`config.mk`:
```
export PLATFORM = sky130hd
export DESIGN_NAME = ifetch_queue_flat
export DESIGN_NICKNAME = d
export VERILOG_FILES = /design/src/rtl/ifetch_pkg.sv /design/src/rtl/ifetch_queue_if.sv /design/src/rtl/fetch_fifo.sv /design/src/rtl/ifetch_queue.sv /design/src/flat_wrapper.sv
export SDC_FILE = /design/constraint.sdc
export NUM_CORES = 1
export LEC_CHECK = 0
export BUFFER_PORTS_ARGS = -buffer_cell sky130_fd_sc_hd__buf_2
export CAP_MARGIN = 20
export CORE_MARGIN = 3
export CORE_UTILIZATION = 45
export CTS_BUF_LIST = sky130_fd_sc_hd__clkbuf_2
export DETAILED_ROUTE_END_ITERATION = 8
export HOLD_SLACK_MARGIN = 0.12
export MAX_ROUTING_LAYER = met4
export PLACE_DENSITY = 0.66
export RECOVER_POWER = 100
export SLEW_MARGIN = 20
export SYNTH_ARGS = -nofsm -noshare
export SYNTH_HDL_FRONTEND = slang
export SYNTH_SLANG_ARGS = --single-unit
```
`constraint.sdc`:
```
create_clock -name clk -period 3.4 [get_ports clk]
set_input_delay 0.34 -clock clk [delete_from_list [all_inputs] [get_ports clk]]
set_output_delay 0.34 -clock clk [all_outputs]
set_load 0.02 [all_outputs]
```
`src/rtl/ifetch_pkg.sv`:
```
// Shared types and constants for the instruction-fetch front end.
package ifetch_pkg;

  localparam int FQ_PC_W  = 9;
  localparam int FQ_INS_W = 32;

  localparam logic [FQ_INS_W-1:0] NOP_INSTR = 32'h0;
  localparam int                  PC_STEP   = 4;

  typedef struct packed {
    logic [FQ_PC_W-1:0]  pc;
    logic [FQ_INS_W-1:0] instr;
  } fq_entry_t;

endpackage

```
`src/rtl/ifetch_queue_if.sv`:
```
// Fetch-side bundle: pipeline control, instruction-memory handshake and decode-facing outputs.
interface ifetch_queue_if
  import ifetch_pkg::*;
#(
  parameter int PC_W  = FQ_PC_W,
  parameter int INS_W = FQ_INS_W
);

  logic             redirect;
  logic [PC_W-1:0]  redirect_pc;
  logic             stall;

  logic             imem_req;
  logic [PC_W-1:0]  imem_addr;
  logic             imem_gnt;
  logic             imem_rvalid;
  logic [INS_W-1:0] imem_rdata;

  logic             if_valid;
  logic [PC_W-1:0]  if_pc;
  logic [INS_W-1:0] if_instr;

  modport master (
    input  redirect, redirect_pc, stall, imem_gnt, imem_rvalid, imem_rdata,
    output imem_req, imem_addr, if_valid, if_pc, if_instr
  );

  modport slave (
    output redirect, redirect_pc, stall, imem_gnt, imem_rvalid, imem_rdata,
    input  imem_req, imem_addr, if_valid, if_pc, if_instr
  );

endinterface

```
`src/rtl/fetch_fifo.sv`:
```
// Synchronous FIFO with clear; push while full is accepted only together with a pop.
module fetch_fifo #(
  parameter int WIDTH = 8,
  parameter int DEPTH = 4,
  localparam int AW = $clog2(DEPTH),
  localparam int CW = AW + 1
) (
  input  logic             clk,
  input  logic             reset,
  input  logic             push,
  input  logic             pop,
  input  logic             clear,
  input  logic [WIDTH-1:0] wr_data,
  output logic [WIDTH-1:0] rd_data,
  output logic             full,
  output logic             empty,
  output logic [CW-1:0]    count
);

  logic [WIDTH-1:0] mem [DEPTH];
  logic [AW-1:0]    wr_ptr;
  logic [AW-1:0]    rd_ptr;
  logic             do_push;
  logic             do_pop;

  assign empty   = (count == '0);
  assign full    = (count == CW'(DEPTH));
  assign do_pop  = pop && !empty;
  assign do_push = push && (!full || do_pop);
  assign rd_data = mem[rd_ptr];

  always_ff @(posedge clk) begin
    if (reset || clear) begin
      wr_ptr <= '0;
      rd_ptr <= '0;
      count  <= '0;
    end else begin
      if (do_push) wr_ptr <= wr_ptr + AW'(1);
      if (do_pop)  rd_ptr <= rd_ptr + AW'(1);
      count <= count + CW'(do_push) - CW'(do_pop);
    end
  end

  always_ff @(posedge clk) begin
    if (do_push) mem[wr_ptr] <= wr_data;
  end

endmodule

```
`src/rtl/ifetch_queue.sv`:
```
// Instruction fetch queue: credit-limited requests, in-order response buffering, squash on redirect.
// Define IFETCH_BYPASS_EN to present a response to decode in the same cycle when the queue is empty.
module ifetch_queue
  import ifetch_pkg::*;
#(
  parameter int              PC_W     = FQ_PC_W,
  parameter int              INS_W    = FQ_INS_W,
  parameter int              FQ_DEPTH = 4,
  parameter logic [PC_W-1:0] RESET_PC = '0
) (
  input  logic           clk,
  input  logic           reset,
  ifetch_queue_if.master bus
);

  localparam int CW = $clog2(FQ_DEPTH) + 1;

  logic [PC_W-1:0] fetch_pc;
  logic [CW-1:0]   drop_cnt;
  logic            run;
  logic            grant;
  logic            resp_keep;
  logic [CW:0]     credits_used;

  logic            aq_full, aq_empty;
  logic [PC_W-1:0] aq_head;
  logic [CW-1:0]   in_flight;

  logic            iq_push, iq_pop, iq_full, iq_empty;
  fq_entry_t       iq_wdata, iq_head;
  logic [CW-1:0]   occupancy;

  // Queued plus outstanding words never exceed FQ_DEPTH, so neither FIFO can overflow.
  assign credits_used = {1'b0, occupancy} + {1'b0, in_flight};
  assign bus.imem_req  = run && !reset && !bus.redirect &&
                         (credits_used < (CW+1)'(FQ_DEPTH));
  assign bus.imem_addr = fetch_pc;
  assign grant         = bus.imem_req && bus.imem_gnt;
  assign resp_keep     = bus.imem_rvalid && (drop_cnt == '0) && !bus.redirect;

  assign iq_wdata.pc    = aq_head;
  assign iq_wdata.instr = bus.imem_rdata;
  assign iq_pop         = !iq_empty && !bus.stall;

`ifdef IFETCH_BYPASS_EN
  logic bypass;
  assign bypass  = resp_keep && iq_empty;
  assign iq_push = resp_keep && !(bypass && !bus.stall);
`else
  assign iq_push = resp_keep;
`endif

  always_comb begin
    bus.if_valid = 1'b0;
    bus.if_pc    = '0;
    bus.if_instr = NOP_INSTR;
    if (!iq_empty) begin
      bus.if_valid = 1'b1;
      bus.if_pc    = iq_head.pc;
      bus.if_instr = iq_head.instr;
    end
`ifdef IFETCH_BYPASS_EN
    else if (bypass) begin
      bus.if_valid = 1'b1;
      bus.if_pc    = aq_head;
      bus.if_instr = bus.imem_rdata;
    end
`endif
  end

  // run keeps imem_req low for the first cycle after reset.
  always_ff @(posedge clk) begin
    if (reset) begin
      fetch_pc <= RESET_PC;
      drop_cnt <= '0;
      run      <= 1'b0;
    end else begin
      run <= 1'b1;
      if (bus.redirect) begin
        fetch_pc <= bus.redirect_pc & ~PC_W'(3);
        drop_cnt <= in_flight - CW'(bus.imem_rvalid);
      end else begin
        if (grant) fetch_pc <= fetch_pc + PC_W'(PC_STEP);
        if (bus.imem_rvalid && (drop_cnt != '0)) drop_cnt <= drop_cnt - CW'(1);
      end
    end
  end

  always_ff @(posedge clk) begin
    if (!reset && bus.imem_rvalid) assert (!aq_empty);
    if (!reset && grant)           assert (!aq_full || bus.imem_rvalid);
    if (!reset && iq_push)         assert (!iq_full || iq_pop);
  end

  // Address FIFO is never cleared so responses stay paired with their request PCs.
  fetch_fifo #(.WIDTH(PC_W), .DEPTH(FQ_DEPTH)) u_addr_fifo (
    .clk     (clk),
    .reset   (reset),
    .push    (grant),
    .pop     (bus.imem_rvalid),
    .clear   (1'b0),
    .wr_data (fetch_pc),
    .rd_data (aq_head),
    .full    (aq_full),
    .empty   (aq_empty),
    .count   (in_flight)
  );

  fetch_fifo #(.WIDTH($bits(fq_entry_t)), .DEPTH(FQ_DEPTH)) u_instr_fifo (
    .clk     (clk),
    .reset   (reset),
    .push    (iq_push),
    .pop     (iq_pop),
    .clear   (bus.redirect),
    .wr_data (iq_wdata),
    .rd_data (iq_head),
    .full    (iq_full),
    .empty   (iq_empty),
    .count   (occupancy)
  );

endmodule

```
`src/flat_wrapper.sv`:
```
// flat-port wrapper written by rule: the top's interface ports become plain ports
module ifetch_queue_flat import ifetch_pkg::*;
#(
  parameter int              PC_W     = FQ_PC_W,
  parameter int              INS_W    = FQ_INS_W,
  parameter int              FQ_DEPTH = 4,
  parameter logic [PC_W-1:0] RESET_PC = '0
)
  (clk, reset, bus_redirect, bus_redirect_pc, bus_stall, bus_imem_gnt, bus_imem_rvalid, bus_imem_rdata, bus_imem_req, bus_imem_addr, bus_if_valid, bus_if_pc, bus_if_instr);
  ifetch_queue_if #(.PC_W(PC_W), .INS_W(INS_W)) bus_i ();
  input  logic clk;
  input  logic reset;
  input wire logic [$bits(bus_i.redirect)-1:0] bus_redirect;
  input wire logic [$bits(bus_i.redirect_pc)-1:0] bus_redirect_pc;
  input wire logic [$bits(bus_i.stall)-1:0] bus_stall;
  input wire logic [$bits(bus_i.imem_gnt)-1:0] bus_imem_gnt;
  input wire logic [$bits(bus_i.imem_rvalid)-1:0] bus_imem_rvalid;
  input wire logic [$bits(bus_i.imem_rdata)-1:0] bus_imem_rdata;
  output wire logic [$bits(bus_i.imem_req)-1:0] bus_imem_req;
  output wire logic [$bits(bus_i.imem_addr)-1:0] bus_imem_addr;
  output wire logic [$bits(bus_i.if_valid)-1:0] bus_if_valid;
  output wire logic [$bits(bus_i.if_pc)-1:0] bus_if_pc;
  output wire logic [$bits(bus_i.if_instr)-1:0] bus_if_instr;
  assign bus_i.redirect = bus_redirect;
  assign bus_i.redirect_pc = bus_redirect_pc;
  assign bus_i.stall = bus_stall;
  assign bus_i.imem_gnt = bus_imem_gnt;
  assign bus_i.imem_rvalid = bus_imem_rvalid;
  assign bus_i.imem_rdata = bus_imem_rdata;
  assign bus_imem_req = bus_i.imem_req;
  assign bus_imem_addr = bus_i.imem_addr;
  assign bus_if_valid = bus_i.if_valid;
  assign bus_if_pc = bus_i.if_pc;
  assign bus_if_instr = bus_i.if_instr;
  ifetch_queue #(.PC_W(PC_W), .INS_W(INS_W), .FQ_DEPTH(FQ_DEPTH), .RESET_PC(RESET_PC)) u_core (.clk(clk), .reset(reset), .bus(bus_i));
endmodule
```
Word level (Yosys, flattened, before mapping)
Memories as Yosys holds them, arrays and structs flattened. A register that Yosys moved wholly into a read port is not among the register bits.
Cells that the tools add are included.
Operators by class
  mux-type cells: 16
  equal/unequal tests: 2
  add/subtract/negate cells: 12
  magnitude comparators: 1
  reduce and logical (&&, ||, !) cells: 29
Operators with widths (count)
  $mux 32: 1
  $mux 9: 3
  $logic_and 1x1->1: 12
  $add 9x3->9 const B: 1
  $logic_not 3->1: 3
  $sub 3x1->3: 3
  $add 2x1->2 const B: 4
  $mux 2: 4
  $logic_not 1->1: 7
  $add 3x1->3: 2
  $eq 3x3->1 const B: 2
  $mux 1: 6
  $mux 3: 2
  $add 3x3->4: 1
  $lt 4x3->1 const B: 1
  $reduce_bool 2->1: 2
  $logic_or 1x1->1: 3
  $reduce_bool 3->1: 1
  $sub 3x1->3 const B: 1
  $reduce_or 2->1: 1
Word-level totals
  memory bits (writable): 200
  memories: 2
  bits of input ports: 47
  bits in registers: 27
  word-level logic and storage cells: 72
Memory list
  u_core.u_instr_fifo.mem: depth 4, width 41, read ports 1, clocked after Yosys merged registers in 1, write ports 1, RTL line fetch_fifo.sv:20  | logic [WIDTH-1:0] mem [DEPTH];
  u_core.u_addr_fifo.mem: depth 4, width 9, read ports 1, clocked after Yosys merged registers in 1, write ports 1, RTL line fetch_fifo.sv:20

Depth between registers and ports, before layout
Gate-level depths: netlist of run 1.
  depth after elaboration: 8
  mapped depth: 15
  mapped depth without buffers: 13

Cells and area by module
A second synthesis of run 1 with hierarchy kept.
Unflattened totals
  cells, all modules: 491
  area total of the unflattened synthesis: 9151.3 sq um
By module, submodules not included
  fetch_fifo at u_core.u_instr_fifo: area an instance 6381.1 sq um, cells an instance 263, seq. area each 5104.9 sq um, times used 1
  fetch_fifo at u_core.u_addr_fifo: area an instance 1766.7 sq um, cells an instance 95, seq. area each 1261.2 sq um, times used 1
  ifetch_queue: area an instance 1003.5 sq um, cells an instance 133, seq. area each 220.2 sq um, times used 1

Worst setup path before layout of run 1
OpenSTA, ideal clock, no wires.
  path type: register to register
  start: register u_core.u_addr_fifo.count[2]
  end: register u_core.u_addr_fifo.count[2]
  arrival: 3.215 ns
  setup time: 0.128 ns
  buffers on the path: 1
  stages on the path, launching flop included: 15
  required time: 3.272 ns
  setup slack: 0.057 ns
  path through: dfxtp_1 > ha_1 > or4b_4 > or4b_4 > clkbuf_1 > nor2_1 > inv_1 > ha_1 > inv_1 > ha_1 > inv_1 > fa_1 > xor2_1 > xnor2_1 > nor2_1
Between the ends
  word-level cells in the longest chain between the ends: 7
  elaborated cells on any way between the ends: 13
Ends and longest elaborated chain
  start: declaration: RTL line fetch_fifo.sv:17  | output logic [CW-1:0] count
  start signal: assignment: RTL line fetch_fifo.sv:40  | count <= count + CW'(do_push) - CW'(do_pop);
  $add 3x3->4 / $logic_not 3->1 (equally long branches): RTL line ifetch_queue.sv:34, fetch_fifo.sv:26
  $lt 4x3->1 / $logic_not 1->1 (equally long branches): RTL line ifetch_queue.sv:36, fetch_fifo.sv:28
  $logic_and 1x1->1, on equally long branches: RTL line ifetch_queue.sv:35, fetch_fifo.sv:28
  $logic_and 1x1->1 / $logic_or 1x1->1 (equally long branches): RTL line ifetch_queue.sv:38, fetch_fifo.sv:29
  $logic_and 1x1->1: RTL line fetch_fifo.sv:29  | assign do_push = push && (!full || do_pop);
  $add 3x1->3: RTL line fetch_fifo.sv:40
  $sub 3x1->3 (*): RTL line fetch_fifo.sv:40
Every way passes the cells marked *; elsewhere a longest branch is shown, timed or not.
A chain may end at the register's enable or synchronous reset.

Worst setup path in the final report of run 1
  start: register u_core.u_addr_fifo.count[2]
  end: register u_core.fetch_pc[2] (netlist: u_core.bus.imem_addr[2])
Between the ends
  word-level cells in the longest chain between the ends: 5
Ends and longest elaborated chain
  $add 3x3->4: RTL line ifetch_queue.sv:34  | assign credits_used = {1'b0, occupancy} + {1'b0, in_flight};
  $lt 4x3->1: RTL line ifetch_queue.sv:36  | (credits_used < (CW+1)'(FQ_DEPTH));
  $logic_and 1x1->1: RTL line ifetch_queue.sv:35  | assign bus.imem_req = run && !reset && !bus.redirect &&
  $logic_and 1x1->1: RTL line ifetch_queue.sv:38  | assign grant = bus.imem_req && bus.imem_gnt;
  $reduce_bool 2->1 (no line)
  end signal: assignment: RTL line ifetch_queue.sv:80  | fetch_pc <= bus.redirect_pc & ~PC_W'(3);
  end signal: assignment: RTL line ifetch_queue.sv:83  | if (grant) fetch_pc <= fetch_pc + PC_W'(PC_STEP);
  end: declaration: RTL line ifetch_queue.sv:18  | logic [PC_W-1:0] fetch_pc;
No other way between the ends.

==> impl_metrics.ini, run 1 <==
[timing]
min_period_ns = 3.28
finalSetupViolations = 0
worst_slack_ns = 0.120
fin_skew_ns = 0.0311
fin_tns_setup_ns = 0
slew_headroom_pct = 23.7
drv_slew = 0
grt_setup_unrepaired = false
worst_slew_pin_slew_ns = 1.14
timing.fmax_mhz = 305
finalCritPeriodShare_pct = 96.5
hold_viol = 0

[drt]
post_drt_via_cell_ratio = 5.15
post_drt_wl_per_cell_um = 17.4
first_pass_iters = 4
drc = 0
vias = 4719
routed_wl_mm = 16.0
drt_iter0_markers = 310
ant_nets = 0

[clock_tree]
tritoncts.num_buffers = 52
cts_root_buffer = clkbuf_2
clkSinkCount = 213
h-tree-depth = 2
cts_buffer_depth = 3
post_cts_buffers = 0
clock_latency_ns = 0.74
clk_pin_slew_ns = 0.11
cts_tree = yes

[floorplan]
die_x_um = 143
row_count = 49
core_area_sq_mm = 0.0183
die_area_sq_mm = 0.0206
die_h_um = 143
pin_count = 99
start_util_pct = 46.5

[worst_setup_path]
worstSetupStartpointType = flip-flop
worstPathRequired_ns = 4.09
path_max_fanout = 13
crit_type = flip-flop to flip-flop
arrival_ns = 3.97
endpoint_kind = flip-flop

[place]
dp_cells = 777
place_congestion = 0.802
dpl.hpwl_mm = 9.93
postPlaceCellArea_sq_mm = 0.00928
place_ws_ns = 0.112
io_buffers = 92

[layout]
syn_to_final_growth_pct = 19.8
final_cells = 917
finalNetCount = 727
layout-drive-gt1-share_pct = 26.0
fin_area_sq_mm = 0.0102
final_cell_mix = 184 x edfxtp_1, 97 x clkbuf_2, 61 x clkbuf_1
fin_util_pct = 55.7
layout_commonest_cell = edfxtp_1
n_antenna_cell = 0
seq_area_sq_mm = 0.00611
multiInputGateArea_sq_mm = 0.00221
fill_cells = 1493

[global_route]
grt-ovfl-total = 0
grt_max_degree = 42
grt_pass1_wl_mm = 26.0
grt_use_total_pct = 16.6
grt_pass1_vias = 5039
antenna_found_initial = 0

[synth]
syn_area_per_cell_sq_um = 18.4
async_flop_share_pct = 0
synth.cell_area_sq_mm = 0.00850
synth_cell_types = 44
synth_cells = 462
seq_area_frac_synth_pct = 71.9
synth_edf_count = 184
yosysWarnings = 0
synth-seq-cells = 213
ys.flop_type = edfxtp_1

[status]
status = completed

[worst_hold_path]
min_path_type = input pin to flip-flop

[power]
vdd_drop_max_mv = 0.256
power_leakage_nw = 3.52
powerDensity_mw_per_mm2 = 523

[run]
max_cap_viol_count = 0
state kept, by name, indices dropped and copies added, names as in the netlist, named ones only:
signal and flops:
u_core.u_instr_fifo.mem 156, u_core.u_addr_fifo.mem 28, u_core.bus.imem_addr 7, u_core.drop_cnt 3, u_core.u_addr_fifo.count 3, u_core.u_instr_fifo.count 3
u_core.u_addr_fifo.rd_ptr 2, u_core.u_addr_fifo.wr_ptr 2, u_core.u_instr_fifo.rd_ptr 2, u_core.u_instr_fifo.wr_ptr 2, u_core.run 1
synthesized netlist by cell type (3+ instances only):
library cell / number / share of area [%]
edfxtp_1: 184 / 65
mux4_2: 46 / 12
nor2b_1: 40 / 2.9
dfxtp_1: 29 / 6.8
ha_1: 19 / 2.8
inv_1: 18 / 0.80
nor2_1: 16 / 0.71
clkbuf_1: 14 / 0.62
nand3_1: 8 / 0.47
and3_1: 7 / 0.52
xnor2_1: 7 / 0.72
a21oi_1: 6 / 0.35
and2_1: 5 / 0.37
o21ai_0: 5 / 0.29
buf_4: 4 / 0.35
nor3_1: 4 / 0.24
or3_1: 4 / 0.29
xor2_1: 4 / 0.41
buf_1: 3 / 0.13
buf_2: 3 / 0.18
nand2b_1: 3 / 0.22
nor3b_1: 3 / 0.27
cells by family after synthesis:
| group | Yosys count | synth area share (%) |
|---|---|---|
| flip-flops | 213 | 71.9 |
| AND/OR/NAND/NOR | 102 | 7.26 |
| multiplexers | 47 | 12.3 |
| buffers and inverters | 43 | 2.21 |
| AO/OA/AOI/OAI | 24 | 1.91 |
| adder cells (fa/ha/maj) | 21 | 3.27 |
| XOR/XNOR | 11 | 1.13 |
| other | 1 | 0.0441 |
per-stage QoR:
stage / hold WS [ns] / total power, W
after floorplan: 0.439 / 0.00357
after global placement: 0.505 / 0.00375
after detailed placement: 0.509 / 0.00379
after CTS: 0.240 / 0.00542
after global routing: 0.314 / 0.00565
final: 0.406 / 0.00532
what timing repair did:
item / in CTS / in global routing
endpoints found under the setup margin: 0 / 2
hold buffers: 57 / 0
endpoints found under the hold margin: 155 / 0
resized for setup: 0 / 3
report_power, final:
| part | switching (W) | internal (W) |
|---|---|---|
| Combinational | 0.000370 | 0.000328 |
| Sequential | 0.0000952 | 0.00297 |
| Clock | 0.000909 | 0.000652 |
| Total | 0.00137 | 0.00395 |
worst max-delay path: stages, from the launching register on:
cell	delay (ns)
dfxtp_2	0.41
ha_1	0.25
or4b_4	0.49
or4b_1	0.51
buf_4	0.20
a2bb2oi_1	0.14
dlygate4sd3_1	0.58
a21oi_2	0.12
dlygate4sd3_1	0.55
layer usage:
| layer | vias to the layer above | global-route usage, % | wire length, um | part of all wire (%) |
|---|---|---|---|---|
| met1 | 2356 | 21.0 | 6960 | 43 |
| met2 | 127 | 26.9 | 8010 | 50 |
| met4 | 0 | 5.40 | 218 | 1.4 |
| met5 | - | - | 0 | 0 |
| li1 | 2212 | - | - | - |
| met3 | 24 | 3.99 | 813 | 5.1 |
worst paths after layout:
check	startpoint	endpoint	slack, ns	cells after the start
setup / recovery	u_core.u_addr_fifo.count[2]$_SDFF_PP0_	u_core.bus.imem_addr[2]$_SDFFE_PP0P_	0.12	8
hold / removal	bus_imem_rdata[4]	u_core.u_instr_fifo.mem[0][4]$_DFFE_PP_	0.41	2
setup reg to reg	u_core.u_addr_fifo.count[2]$_SDFF_PP0_	u_core.bus.imem_addr[2]$_SDFFE_PP0P_	0.12	8
hold reg to reg	u_core.u_instr_fifo.rd_ptr[0]$_SDFFE_PP0N_	u_core.u_instr_fifo.rd_ptr[0]$_SDFFE_PP0N_	0.54	2
area by class of cell:
type / count / area share, %
repair buffers: 165 / 10.6
multi-input cells: 209 / 21.7
flip-flops and latches: 213 / 60.0
clock buffers: 75 / 3.69
inverters: 18 / 0.663
well taps: 229 / 2.81
clock inverters: 8 / 0.565
Power figures use the tool's default switching activity.
==> run 2: changes to the inputs <==
--- a/config.mk
+++ b/config.mk
@@ -5,6 +5,7 @@
 export SDC_FILE = /design/constraint.sdc
 export NUM_CORES = 1
 export LEC_CHECK = 0
+export ABC_AREA = 1
 export BUFFER_PORTS_ARGS = -buffer_cell sky130_fd_sc_hd__buf_2
 export CAP_MARGIN = 20
 export CORE_MARGIN = 3
@@ -13,7 +14,7 @@
 export DETAILED_ROUTE_END_ITERATION = 8
 export HOLD_SLACK_MARGIN = 0.12
 export MAX_ROUTING_LAYER = met4
-export PLACE_DENSITY = 0.66
+export PLACE_DENSITY = 0.65
 export RECOVER_POWER = 100
 export SLEW_MARGIN = 20
 export SYNTH_ARGS = -nofsm -noshare
==> run 2 against run 1 <==
Effect of this change: routed wire length rose by 12%; clock skew shrank 0.0013 ns; core utilization fell by 1.4 points; sequential power about the same; first-iteration DRC count grew 0.32%; die area grew 2.9%; final cell count increased by 34%; via count increased by 26%; design area rose by 0.81%; synthesized area is 3.1% higher.
==> impl_metrics.ini, run 2 <==
[worst_setup_path]
worstPathRequired_ns = 3.06
path_common_cell = clkbuf_2
reg2reg_from = u_core.drop_cnt[0]$_SDFFE_PP0P_
worst-path-buf-inv = 3
ff2ff_setup_slack_ns = 0.40
crit_family = buffers and inverters
path_cells = inv_2 -> clkbuf_2 -> o21ai_0 -> a21oi_1 -> clkbuf_2
ff2ff_path_depth = 8
timing.rr.end = u_core.u_instr_fifo.mem[3][35]$_DFFE_PP_
slowest_stage = inv_2
arrival_ns = 2.78
crit_type = flip-flop to primary output
endpoint_kind = primary output
worstSetupStartpointType = flip-flop
path_max_fanout = 42
slowest_delay_ns = 0.52

[timing]
grt_setup_unrepaired = false
fin_tns_setup_ns = 0
slew_headroom_pct = 20.8
fin_skew_ns = 0.0298
finalCritPeriodShare_pct = 91.8
worst_slack_ns = 0.280
worst_slew_pin_slew_ns = 1.19
drv_slew = 0
hold_viol = 0
min_period_ns = 3.12
finalSetupViolations = 0
timing.fmax_mhz = 321

[layout]
fill_cells = 1661
layout_commonest_cell = nor2_1
seq_area_sq_mm = 0.00611
finalNetCount = 1002
largest_reg_flops = 156
syn_to_final_growth_pct = 17.2
fin_util_pct = 54.3
regMostFlops = u_core.u_instr_fifo.mem
fin_area_sq_mm = 0.0103
n_antenna_cell = 0
final_cell_mix = 195 x nor2_1, 184 x edfxtp_1, 104 x clkbuf_2
layout-drive-gt1-share_pct = 14.2
multiInputGateArea_sq_mm = 0.00227

[run]
max_cap_viol_count = 0

[floorplan]
die_x_um = 146
pin_count = 99
row_count = 50
start_util_pct = 46.4
die_area_sq_mm = 0.0212
core_area_sq_mm = 0.0189
die_h_um = 146

[drt]
drc = 0
post_drt_via_cell_ratio = 4.85
post_drt_wl_per_cell_um = 14.7
first_pass_iters = 5
routed_wl_mm = 18.0
drt_iter0_markers = 311
ant_nets = 0
vias = 5952

[clock_tree]
tritoncts.num_buffers = 53
post_cts_resized = 0
cts_tree = yes
cts_hold_buf = 50
h-tree-depth = 2
clkSinkCount = 213
clock_latency_ns = 0.78
cts_root_buffer = clkbuf_2
cts_buffer_depth = 3
post_cts_buffers = 0
clk_pin_slew_ns = 0.10

[worst_hold_path]
min_path_type = input pin to flip-flop
whs_path_depth = 2
min_to = u_core.u_instr_fifo.mem[1][28]$_DFFE_PP_
min_from = bus_imem_rdata[28]

[synth]
synth_most_common_cell = nor2_1
synth_cells = 762
synth_top_cells_by_area = edfxtp_1 63%, nor2_1 8.4%, dfxtp_1 6.6%
synth_edf_count = 184
synth_top_area_share_pct = 63.1
ys.flop_type = edfxtp_1
yosysTopAreaCell = edfxtp_1
yosysWarnings = 0
yosys-top-cells-count = 195 x nor2_1, 184 x edfxtp_1, 90 x o21ai_0
synth_cell_types = 32
synth.cell_area_sq_mm = 0.00876
syn_area_per_cell_sq_um = 11.5
seq_area_frac_synth_pct = 69.7
synth-seq-cells = 213
async_flop_share_pct = 0

[power]
powerDensity_mw_per_mm2 = 512
vdd_drop_max_mv = 0.314
total_power_w = 0.00525
power_leakage_nw = 3.78

[status]
status = completed

[place]
place_congestion = 0.796
place_ws_ns = 0.692
io_buffers = 92
postPlaceCellArea_sq_mm = 0.00948
dpl.hpwl_mm = 9.87

[global_route]
grt-ovfl-total = 0
antenna_found_initial = 0
grt_use_total_pct = 17.1
grt_pass1_wl_mm = 28.7
grt_pass1_vias = 5766
grt_max_degree = 65
-- run 2: changes by cell type after synthesis, moves of 24 or more --
cell,before,now
inv_1,18,42
mux4_2,46,0
nor2_1,16,195
nor2b_1,40,0
nand2_1,2,36
a21oi_1,6,59
o21ai_0,5,90
-- run 2: cell families after synthesis --
kind of cell | count (synthesis) | share of synthesized area, %
xor+xnor | 4 | 0.400
flops | 213 | 69.7
fa+ha+maj | 21 | 3.17
other cells | 1 | 0.0428
simple gates | 260 | 12.1
buf+inv | 86 | 4.27
compound gates | 177 | 10.3
-- run 2: metrics by stage --
stage,std cells,hold WS (ns)
after floorplan,765,0.436
after global placement,1089,0.454
after detailed placement,1089,0.467
after CTS,1226,0.208
after global routing,1226,0.297
final,1226,0.364
-- run 2: report_power, final --
part / switching (W) / leakage [nW] / internal (W) / total (W)
combinational: 0.000433 / 1.53 / 0.000225 / 0.000658
sequential: 0.0000770 / 1.90 / 0.00297 / 0.00304
clock: 0.000942 / 0.343 / 0.000609 / 0.00155
-- run 2: cell type report --
| class | instances | area share, % |
|---|---|---|
| sequential | 213 | 59.5 |
| inverter | 48 | 1.76 |
| clock inverter | 8 | 0.390 |
| timing repair buffer | 152 | 9.21 |
| multi-input combinational | 466 | 22.1 |
| tap | 260 | 3.17 |
| clock buffer | 79 | 3.85 |
-- run 2: worst reg2reg max path, delay by kind of cell (launching register included) --
family                   cells  cell delay, ns
adder cells (fa/ha/maj)      1            0.16
flip-flops                   1            0.32
buffers and inverters        3            1.22
AND/OR/NAND/NOR              4            0.91
-- run 2: worst max path at each step --
stage	endpoint	cells after the start
final	bus_if_instr[1]	5
after global routing	bus_if_instr[1]	5
after CTS	bus_if_pc[5]	6
after detailed placement	u_core.u_addr_fifo.count[2]$_SDFF_PP0_	15
after global placement	u_core.u_addr_fifo.count[2]$_SDFF_PP0_	15
after floorplan	u_core.u_instr_fifo.mem[0][0]$_DFFE_PP_	6
-- run 2: per-layer routing --
metal | wire (um) | up-vias | global-route usage [%]
met5 | 0 | - | -
met4 | 256 | 0 | 5.37
met3 | 1060 | 26 | 4.17
met2 | 8730 | 158 | 28.2
met1 | 7910 | 2772 | 21.1
li1 | - | 2996 | -
